[config.mk]
export PLATFORM = sky130hd
export DESIGN_NAME = lfsr_cascade_counter
export DESIGN_NICKNAME = d
export VERILOG_FILES = /design/src/rtl/lfsr_cascade_counter.sv
export SDC_FILE = /design/constraint.sdc
export NUM_CORES = 1
export LEC_CHECK = 0
export ABC_AREA = 1
export CAP_MARGIN = 20
export CORE_ASPECT_RATIO = 0.6
export CORE_MARGIN = 10
export CORE_UTILIZATION = 40
export CTS_CLUSTER_SIZE = 20
export DETAILED_ROUTE_END_ITERATION = 10
export PLACE_DENSITY = 0.73
export SLEW_MARGIN = 20
export SYNTH_ARGS = -nofsm -noshare
export SYNTH_HDL_FRONTEND = slang
export SYNTH_SLANG_ARGS = --single-unit
[constraint.sdc]
create_clock -name clk -period 2.7 [get_ports clk]
set_input_delay 0.27 -clock clk [delete_from_list [all_inputs] [get_ports clk]]
set_output_delay 0.27 -clock clk [all_outputs]
set_load 0.005 [all_outputs]
[src/rtl/lfsr_cascade_counter.sv]
// rtl/lfsr_cascade_counter.sv - Galois-LFSR prescaler cascaded into a binary high counter with snapshot port
//
// Purpose:
//   A maximal-length Galois LFSR of width LFSR_W acts as a cheap prescaler. Each
//   time it returns to SEED it carries into a binary high counter of width HI_W.
//   The full count period is (2^LFSR_W-1)*2^HI_W enabled cycles.
//
// Ports:
//   clk         in   rising-edge clock
//   nrst        in   asynchronous active-low reset
//   cnt         in   count enable, one step per cycle
//   clr         in   sync clear of lfsr/hi/ovf (highest priority)
//   load        in   sync load of hi from load_val, lfsr back to SEED
//   load_val    in   [HI_W]            value for load
//   count       out  [LFSR_W+HI_W]     live {hi, lfsr}
//   tc          out  combinational terminal count (final step of full period)
//   ovf         out  sticky overflow, cleared by clr or reset
//   snap_req    in   request a snapshot of count
//   snap_data   out  [LFSR_W+HI_W]     captured count
//   snap_valid  out  snapshot held
//   snap_ready  in   consumer accepts the held snapshot

module lfsr_cascade_counter #(
    parameter int                LFSR_W = 6,
    parameter logic [LFSR_W-1:0] POLY   = 6'h30,
    parameter logic [LFSR_W-1:0] SEED   = {LFSR_W{1'b1}},
    parameter int                HI_W   = 58
) (
    input  logic                     clk,
    input  logic                     nrst,
    input  logic                     cnt,
    input  logic                     clr,
    input  logic                     load,
    input  logic [HI_W-1:0]          load_val,
    output logic [LFSR_W+HI_W-1:0]   count,
    output logic                     tc,
    output logic                     ovf,
    input  logic                     snap_req,
    output logic [LFSR_W+HI_W-1:0]   snap_data,
    output logic                     snap_valid,
    input  logic                     snap_ready
);

    logic [LFSR_W-1:0] lfsr;
    logic [LFSR_W-1:0] lfsr_next;
    logic [HI_W-1:0]   hi;
    logic              step_en;
    logic              wrap;
    logic              capture;

    // Right-shift Galois step: the bit shifted out selects the tap mask.
    assign lfsr_next = (lfsr >> 1) ^ (lfsr[0] ? POLY : '0);

    // clr and load both pre-empt counting, so neither can produce a carry.
    assign step_en = cnt && !clr && !load;
    assign wrap    = step_en && (lfsr_next == SEED);
    assign tc      = wrap && (&hi);

    assign count   = {hi, lfsr};

    // A new snapshot may be taken when the slot is empty or being drained this cycle.
    assign capture = snap_req && (!snap_valid || snap_ready);

    always_ff @(posedge clk or negedge nrst) begin
        if (!nrst) begin
            lfsr <= SEED;
            hi   <= '0;
            ovf  <= 1'b0;
        end else if (clr) begin
            lfsr <= SEED;
            hi   <= '0;
            ovf  <= 1'b0;
        end else if (load) begin
            lfsr <= SEED;
            hi   <= load_val;
        end else if (cnt) begin
            lfsr <= lfsr_next;
            if (wrap) begin
                hi <= hi + HI_W'(1);
            end
            if (tc) begin
                ovf <= 1'b1;
            end
        end
    end

    // Snapshot path is independent of clr/load.
    always_ff @(posedge clk or negedge nrst) begin
        if (!nrst) begin
            snap_data  <= '0;
            snap_valid <= 1'b0;
        end else if (capture) begin
            snap_data  <= count;
            snap_valid <= 1'b1;
        end else if (snap_ready) begin
            snap_valid <= 1'b0;
        end
    end

endmodule

==> flow_metrics.tcl, run 1 <==
set metrics [dict create \
    status "finished clean" \
    synth_area_leader_cell "dfrtp_1" \
    final_nets 1190 \
    design_area_um2 10100 \
    initial_utilization 0.411 \
    cts_tree "built" \
    synth_common_cells "nand2_1 (216), dfrtp_1 (124), inv_1 (87)" \
    maxCapViolations 0 \
    grt_pass1_wl_um 41300 \
    setup_ws_ns 0.168 \
    rows 37 \
    placed_cell_area_um2 9440 \
    synth_most_common_cell "nand2_1" \
    fin_worst_skew_ns 0.00971 \
    placement.io_buffers 195 \
    synth_edf_count 0 \
    cts_buffers 17 \
    clockBufferDepth 2 \
    ys_types 35 \
    track_usage 0.225 \
    wirelength_um 26800 \
    vias 7312 \
    antenna_found_initial 3 \
    path_cells "ha_1 > nand2_1 > nor2_4 > nand3_4 > nor2_4 > nand3_1 > nor4_2 > dlygate4sd2_1" \
    grt_pass1_vias 6997 \
    fin_crit_sh 0.938 \
    hold_ws_ns 0.464 \
    path_class "reg -> out" \
    clock_sinks 130 \
    ys_seq_area_frac 0.458 \
    clk_pin_slew_worst_paths_ns 0.06 \
    critPathTopFamily "simple AND/OR/NAND/NOR gates" \
    wl_per_cell_um 19.6 \
    leakage_nw 4.31 \
    fmax_ghz 0.395 \
    setup_viol 0 \
    layout_min_cycle_time_ns 2.53 \
    syn_to_final_growth_pct 41.2 \
    synth.top_cell.area_share 0.436 \
    dr.pass1.iters 5 \
    cp_max_fo 6 \
    ant_nets 0 \
    setup-tns-final_ns 0 \
    end_kind "output port" \
    crit_slowest_cell "dfrtp_2" \
    drive_gt1_frac 0.104 \
    cp.arrival_ns 2.26 \
    gp_congestion 0.947 \
    rsz0062_at_grt "false" \
    clkLatencyLatePin_ns 0.42 \
    ys_warn_count 0 \
    ios 196 \
    drtIter0Drc 970 \
    cts.htree.levels 4 \
    syn_area_um2 7120 \
    netlist_top_cells_area "dfrtp_1 (44%), nand2_1 (11%), a21oi_1 (5.6%), o21ai_0 (5.6%), inv_1 (4.6%)" \
    startpoint_type "register" \
    slew-limit-headroom 0.470 \
    pre_cts_slack_ns 0.147 \
    clockRootBuffer "clkbuf_16" \
    synth-seq-cells 130 \
    worstMarginPinSlew_ns 0.795 \
    syn_inst 924 \
    vias_per_cell 5.34 \
    required_ns 2.43 \
    peakVddDrop_uv 322 \
    synthFlopType "dfrtp_1" \
    crit_cells 8 \
    cpPeakStageDelay_ns 0.40 \
    die_h_um 123 \
    grt.overflow.total 0 \
    cp_num_buf_inv 1 \
    hold_path.class "in -> async" \
    final_max_slew_viol_count 0 \
    die_area_um2 23700 \
    hpwl_um 20300 \
    reg2reg_depth 11 \
    drc 0 \
    power_density_nw_per_um2 592 \
    crit_top_cell "nor2_4" \
    async_flop_share 1.00 \
    hold_viol_final 0 \
    core_area_um2 17300 \
    avgSynthCellArea_um2 7.70 \
    syn_nets 991 \
    die_x_um 192 \
    grt_max_degree 75 \
]
==> what timing repair did <==
item / CTS / global route
setup endpoints to repair: 1 / 1
endpoints found under the hold margin: 48 / 0
gates resized for setup: 2 / 1
hold buffers: 1 / 0
setup buffers: 1 / 0
pin swaps: 2 / 1
==> flip-flops by register name (all words and copies together), names as in the netlist <==
signal / cells
ovf: 1
snap_valid: 1
lfsr: 6
hi: 58
snap_data: 64
==> worst reg2reg max path, stage by stage (launching register included) <==
cell     delay [ns]
dfstp_2        0.53
inv_1          0.06
ha_1           0.17
nand2_1        0.08
nor2_1         0.05
nand3_1        0.14
buf_4          0.25
nand2_1        0.11
inv_2          0.10
buf_12         0.23
a21oi_1        0.13
a22oi_1        0.20
==> layout make-up <==
type / count / area, um^2
multi-input cells: 661 / 3370
flip-flops and latches: 130 / 3260
clock inverters: 9 / 106
well taps: 234 / 293
clock buffers: 22 / 474
diodes: 1 / 2.50
repair buffers: 219 / 2190
fillers: 1612 / 7260
inverters: 94 / 353
==> cell usage in the layout (no fill, tap or decap), types with 9 or more instances in the layout <==
cell type        instances
a21oi_1                 80
a22oi_1                 24
buf_4                   19
clkbuf_16               17
clkdlybuf4s50_1        193
dfrtp_1                123
inv_1                   87
nand2_1                215
nand3_1                 54
nand4_1                 15
nor2_1                  78
nor2_2                   9
nor2_4                  11
nor3_1                  12
o211ai_1                11
o21ai_0                 80
o21ai_1                 23
==> power by group <==
part / switching, mW / internal (mW) / total [mW] / leakage, nW
logic: 0.595 / 0.652 / 1.25 / 2.39
registers: 0.202 / 2.18 / 2.38 / 1.64
clock network: 0.903 / 1.43 / 2.33 / 0.278
==> per-stage QoR <==
step | power (mW) | cells | utilization
floorplan | 2.80 | 924 | -
global placement | 3.63 | 1336 | 0.545
detailed placement | 3.65 | 1336 | 0.545
CTS | 5.99 | 1369 | 0.580
global route | 6.21 | 1369 | 0.580
finish | 5.95 | 1370 | 0.581
==> cells by family after synthesis <==
family	count (synthesis)	share of synthesized area
AND/OR/NAND/NOR	420	0.274
AO/OA/AOI/OAI	232	0.182
buffers and inverters	133	0.0721
flip-flops	130	0.458
multiplexers	7	0.0111
adder cells (fa/ha/maj)	2	0.00351
==> path summary, 6_finish.rpt <==
kind | to | startpoint | slack (ns)
min reg2reg | snap_data[39] | snap_data[39] | 0.48
min in group clk | hi[46] | load_val[46] | 0.48
min | snap_data[53] | nrst | 0.46
max | tc | hi[1] | 0.17
max in group asynchronous | snap_data[9] | nrst | 1.51
max reg2reg | hi[22] | lfsr[5] | 0.55
==> per-layer routing <==
metal,global-route usage,up-vias,wire length [um]
li1,-,3489,-
met1,0.331,3444,12700
met2,0.307,360,10600
met3,0.0838,17,3240
met4,0.0400,2,205
met5,0,-,17
Power figures use the tool's default switching activity.
==> run 2, diff against run 1 <==
Settings changed: CORE_UTILIZATION 40 to 28, PLACE_DENSITY 0.73 to 0.58.
Clock period 2.7 ns to 2.3 ns, I/O delays scaled along.
==> run 2 against run 1 <==
Against the previous run: worst setup slack got worse by 0.040 ns; wire length up 11%; combinational power increased by 30%; clock-buffer cell count is 1 higher; worst hold slack worse by 0.18 ns.
==> flow_metrics.tcl, run 2 (same netlist as run 1, synthesis figures left out) <==
set metrics [dict create \
    drive_gt1_frac 0.131 \
    required_ns 2.07 \
    fin_total_pwr_mw 7.06 \
    path_class "reg -> out" \
    hpwl_um 23000 \
    maxCapViolations 0 \
    wirelength_um 29800 \
    swShare 0.289 \
    reg2reg_depth 8 \
    power.clock.fraction 0.381 \
    grt_pass1_vias 7098 \
    leakage_nw 4.49 \
    wl_per_cell_um 19.9 \
    dr.pass1.iters 5 \
    layoutNonFillerInstCount 1499 \
    peakVddDrop_uv 539 \
    placement.io_buffers 195 \
    crit_slowest_cell "dfrtp_1" \
    fmax_ghz 0.460 \
    initial_utilization 0.283 \
    antenna_found_initial 4 \
    final_common_cell "nand2_1" \
    grt_max_degree 60 \
    grt_pass1_wl_um 45200 \
    ios 196 \
    p_sw_mw 2.04 \
    worstMarginPinSlew_ns 0.553 \
    top_regs "snap_data (64), hi (58), lfsr (6)" \
    hold_path.class "in -> async" \
    ff2ff_setup_slack_ns 0.37 \
    final_nets 1226 \
    cts_tree "built" \
    die_area_um2 32400 \
    path_cells "ha_1 > nand2_2 > nor2_4 > nand3_4 > nor2_4 > nand3_2 > nor4_2 > buf_2" \
    rsz0062_at_grt "false" \
    cts.htree.levels 4 \
    end_kind "output port" \
    design_area_um2 10400 \
    internal_power_mw 5.02 \
    rows 45 \
    setup_viol 0 \
    combPwrFrac 0.231 \
    cp_max_fo 6 \
    fin_crit_sh 0.944 \
    hold_ws_ns 0.281 \
    drc 0 \
    setup-tns-final_ns 0 \
    clockRootBuffer "clkbuf_16" \
    die_x_um 226 \
    layout_min_cycle_time_ns 2.17 \
    startpoint_type "register" \
    clock_sinks 130 \
    final_max_slew_viol_count 0 \
    grt.overflow.total 0 \
    vias 7370 \
    cp.arrival_ns 1.94 \
    crit_top_cell "nor2_4" \
    largest_register_ffs 64 \
    clk_pin_slew_worst_paths_ns 0.06 \
    slew-limit-headroom 0.628 \
    hold_viol_final 0 \
    cts_buffers 17 \
    ant_nets 0 \
    largest-register "snap_data" \
    clkLatencyLatePin_ns 0.44 \
    core_area_um2 25200 \
    die_h_um 144 \
    placed_cell_area_um2 9850 \
    power_frac_seq 0.387 \
    syn_to_final_growth_pct 46.6 \
    clockBufferDepth 2 \
    status "finished clean" \
    place_inst 1467 \
    r2r_end "hi[41]" \
    gp_congestion 0.902 \
    vias_per_cell 4.92 \
    cpPeakStageDelay_ns 0.35 \
    fin_worst_skew_ns 0.0106 \
    reg2reg_from "lfsr[0]" \
    drtIter0Drc 611 \
    track_usage 0.186 \
    mostFrequentLayoutCells "nand2_1 (214), clkdlybuf4s50_1 (193), dfrtp_1 (124), inv_1 (87)" \
    power_density_nw_per_um2 676 \
]
[run 2: metrics by stage]
step | util | setup slack, ns
final | 0.415 | 0.128
after global routing | 0.414 | 0.00557
after CTS | 0.413 | 0.0264
after detailed placement | 0.391 | 0.0676
after global placement | 0.391 | 0.0977
after floorplan | - | 0.583
[run 2: layer usage]
metal	vias to the layer above	GRT usage	part of all wire
met3	27	0.0735	0.11
met5	-	0	0.0016
met4	6	0.0414	0.0098
met2	281	0.248	0.40
met1	3495	0.270	0.48
li1	3561	-	-
[run 2: area by class of cell]
| class | instances | area, um^2 |
|---|---|---|
| multi-input combinational | 661 | 3380 |
| clock buffer | 23 | 468 |
| inverter | 94 | 353 |
| antenna | 1 | 2.50 |
| tap | 329 | 412 |
| sequential | 130 | 3260 |
| fill | 2587 | 14700 |
| clock inverter | 6 | 82.6 |
| timing repair buffer | 255 | 2480 |
[run 2: worst max path at each step]
| stage | from | endpoint | slack (ns) | cells past startpoint |
|---|---|---|---|---|
| after global routing | hi[0] | tc | 0.006 | 8 |
| after CTS | hi[1] | tc | 0.03 | 8 |
| final | hi[1] | tc | 0.13 | 8 |
| after detailed placement | hi[1] | tc | 0.07 | 8 |
| after floorplan | lfsr[5] | hi[5] | 0.58 | 11 |
| after global placement | hi[0] | tc | 0.1 | 8 |
[run 2: critical path, delay by kind of cell (launching register included)]
family	cells	cell delay, ns
simple gates	6	0.79
flops	1	0.35
fa+ha+maj	1	0.18
buf+inv	1	0.17
[run 2: power groups by stage]
stage,registers (mW),logic [mW],clock network [mW]
6_report,2.73,1.63,2.69
5_1_grt,2.77,1.79,2.84
4_1_cts,2.73,1.65,2.74
3_5_place_dp,2.77,1.64,0
3_3_place_gp,2.76,1.63,0
2_1_floorplan,2.82,0.468,0
[run 2: what timing repair did]
item	CTS	global route
buffers inserted	0	1
endpoints found under the setup margin	1	1
hold buffers	1	0
gates resized for setup	5	4
pin swaps	0	1
hold endpoints to repair	37	0
==> run 3, diff against run 2 <==
Settings changed: CORE_UTILIZATION 28 to 44, PLACE_DENSITY 0.58 to 0.82.
==> run 3 against run 2 <==
Against the previous run: non-clock buffer count rose by 7; die area shrank 33%; sequential power about the same; clock-buffer cell count shrank 4; worst hold slack gained 0.057 ns.
==> flow_metrics.tcl, run 3 (same netlist as run 1, synthesis figures left out) <==
set metrics [dict create \
    status "finished clean" \
    final_common_cell "nand2_1" \
    final_nets 1233 \
    cts.htree.levels 4 \
    syn_to_final_growth_pct 46.6 \
    core_area_um2 15600 \
    combPwrFrac 0.220 \
    ff2ff_setup_slack_ns 0.21 \
    largest_register_ffs 64 \
    cp_max_fo 4 \
    leakage_nw 4.57 \
    required_ns 2.07 \
    clockBufferDepth 2 \
    power_frac_seq 0.370 \
    cp.arrival_ns 1.95 \
    design_area_um2 10400 \
    swShare 0.276 \
    reg2reg_depth 10 \
    fin_util 0.669 \
    maxCapViolations 0 \
    die_area_um2 21800 \
    grt_max_degree 60 \
    end_kind "output port" \
    startpoint_type "register" \
    hold_path.class "in -> async" \
    fmax_ghz 0.460 \
    dr.pass1.iters 6 \
    wirelength_um 27600 \
    cts_buffers 17 \
    vias 7664 \
    drive_gt1_frac 0.142 \
    top_regs "snap_data (64), hi (58), lfsr (6)" \
    placement.io_buffers 195 \
    path_class "reg -> out" \
    clkLatencyLatePin_ns 0.42 \
    fin_worst_skew_ns 0.0111 \
    ios 196 \
    drc 0 \
    fin_total_pwr_mw 7.39 \
    mostFrequentLayoutCells "nand2_1 (214), clkdlybuf4s50_1 (193), dfrtp_1 (124), inv_1 (87)" \
    wl_per_cell_um 19.9 \
    clockRootBuffer "clkbuf_16" \
    die_h_um 119 \
    hold_ws_ns 0.337 \
    rows 35 \
    vias_per_cell 5.54 \
    p_sw_mw 2.04 \
    power.clock.fraction 0.410 \
    placed_cell_area_um2 9710 \
    clock_sinks 130 \
    peakVddDrop_uv 410 \
    initial_utilization 0.457 \
    die_x_um 184 \
    antenna_found_initial 3 \
    setup_viol 0 \
    layout_min_cycle_time_ns 2.18 \
    largest-register "snap_data" \
    drtIter0Drc 1011 \
    internal_power_mw 5.35 \
    grt_pass1_wl_um 42500 \
    grt_pass1_vias 7404 \
    clk_pin_slew_worst_paths_ns 0.06 \
    cts_tree "built" \
    slew-limit-headroom 0.601 \
    grt.overflow.total 0 \
    power_density_nw_per_um2 708 \
    setup_ws_ns 0.124 \
    ant_nets 0 \
    worstMarginPinSlew_ns 0.599 \
    gp_congestion 1.01 \
    hold_viol_final 0 \
    track_usage 0.247 \
    pre_cts_slack_ns -0.0469 \
    final_max_slew_viol_count 0 \
    hpwl_um 21000 \
    fin_crit_sh 0.946 \
]
==> run 3: what timing repair did <==
item | in CTS | in global routing
endpoints found under the setup margin | 1 | 23
hold buffers | 1 | 0
setup buffers | 1 | 1
hold endpoints to repair | 34 | 0
gates cloned | 0 | 0
gates resized for setup | 9 | 6
pin swaps | 3 | 2
==> run 3: layer usage <==
metal / vias to the layer above / GRT usage / part of all wire
met5: - / 0 / 0.00047
met4: 2 / 0.0469 / 0.0094
met3: 32 / 0.113 / 0.15
met2: 428 / 0.342 / 0.41
met1: 3612 / 0.343 / 0.43
li1: 3590 / - / -
==> run 3: power groups by stage <==
stage / registers [mW] / logic [mW] / clock network, mW
after CTS: 2.73 / 1.62 / 3.05
after global routing: 2.77 / 1.76 / 3.14
after detailed placement: 2.77 / 1.60 / 0
after floorplan: 2.82 / 0.468 / 0
final: 2.73 / 1.62 / 3.03
after global placement: 2.75 / 1.59 / 0
==> run 3: final cells by class <==
| cell class | instances | area (um^2) |
|---|---|---|
| Antenna cell | 2 | 5.00 |
| Clock buffer | 19 | 443 |
| Timing Repair Buffer | 262 | 2500 |
| Multi-Input combinational cell | 661 | 3400 |
| Tap cell | 203 | 254 |
| Fill cell | 1305 | 5160 |
| Inverter | 94 | 358 |
| Sequential cell | 130 | 3260 |
| Clock inverter | 13 | 209 |
==> run 3: worst max-delay path: stages (launching register included) <==
cell and delay [ns]:
dfstp_2 0.55, ha_1 0.14, nand2_1 0.07, nor2_1 0.14, nand3_2 0.16, nor4_4 0.31, buf_2 0.16
==> run 3: worst paths after layout <==
kind	from	to
setup / recovery	lfsr[0]	tc
hold / removal	nrst	snap_data[33]
setup reg to reg	lfsr[5]	hi[39]
hold reg to reg	snap_data[25]	snap_data[25]
max in group asynchronous	nrst	lfsr[2]
min in group clk	load_val[46]	hi[46]
==> run 3: stage by stage <==
step           TNS, ns  cells
2_1_floorplan        0    924
3_3_place_gp         0   1347
3_5_place_dp   -0.0469   1347
4_1_cts              0   1381
5_1_grt        -0.0149   1382
6_report             0   1384
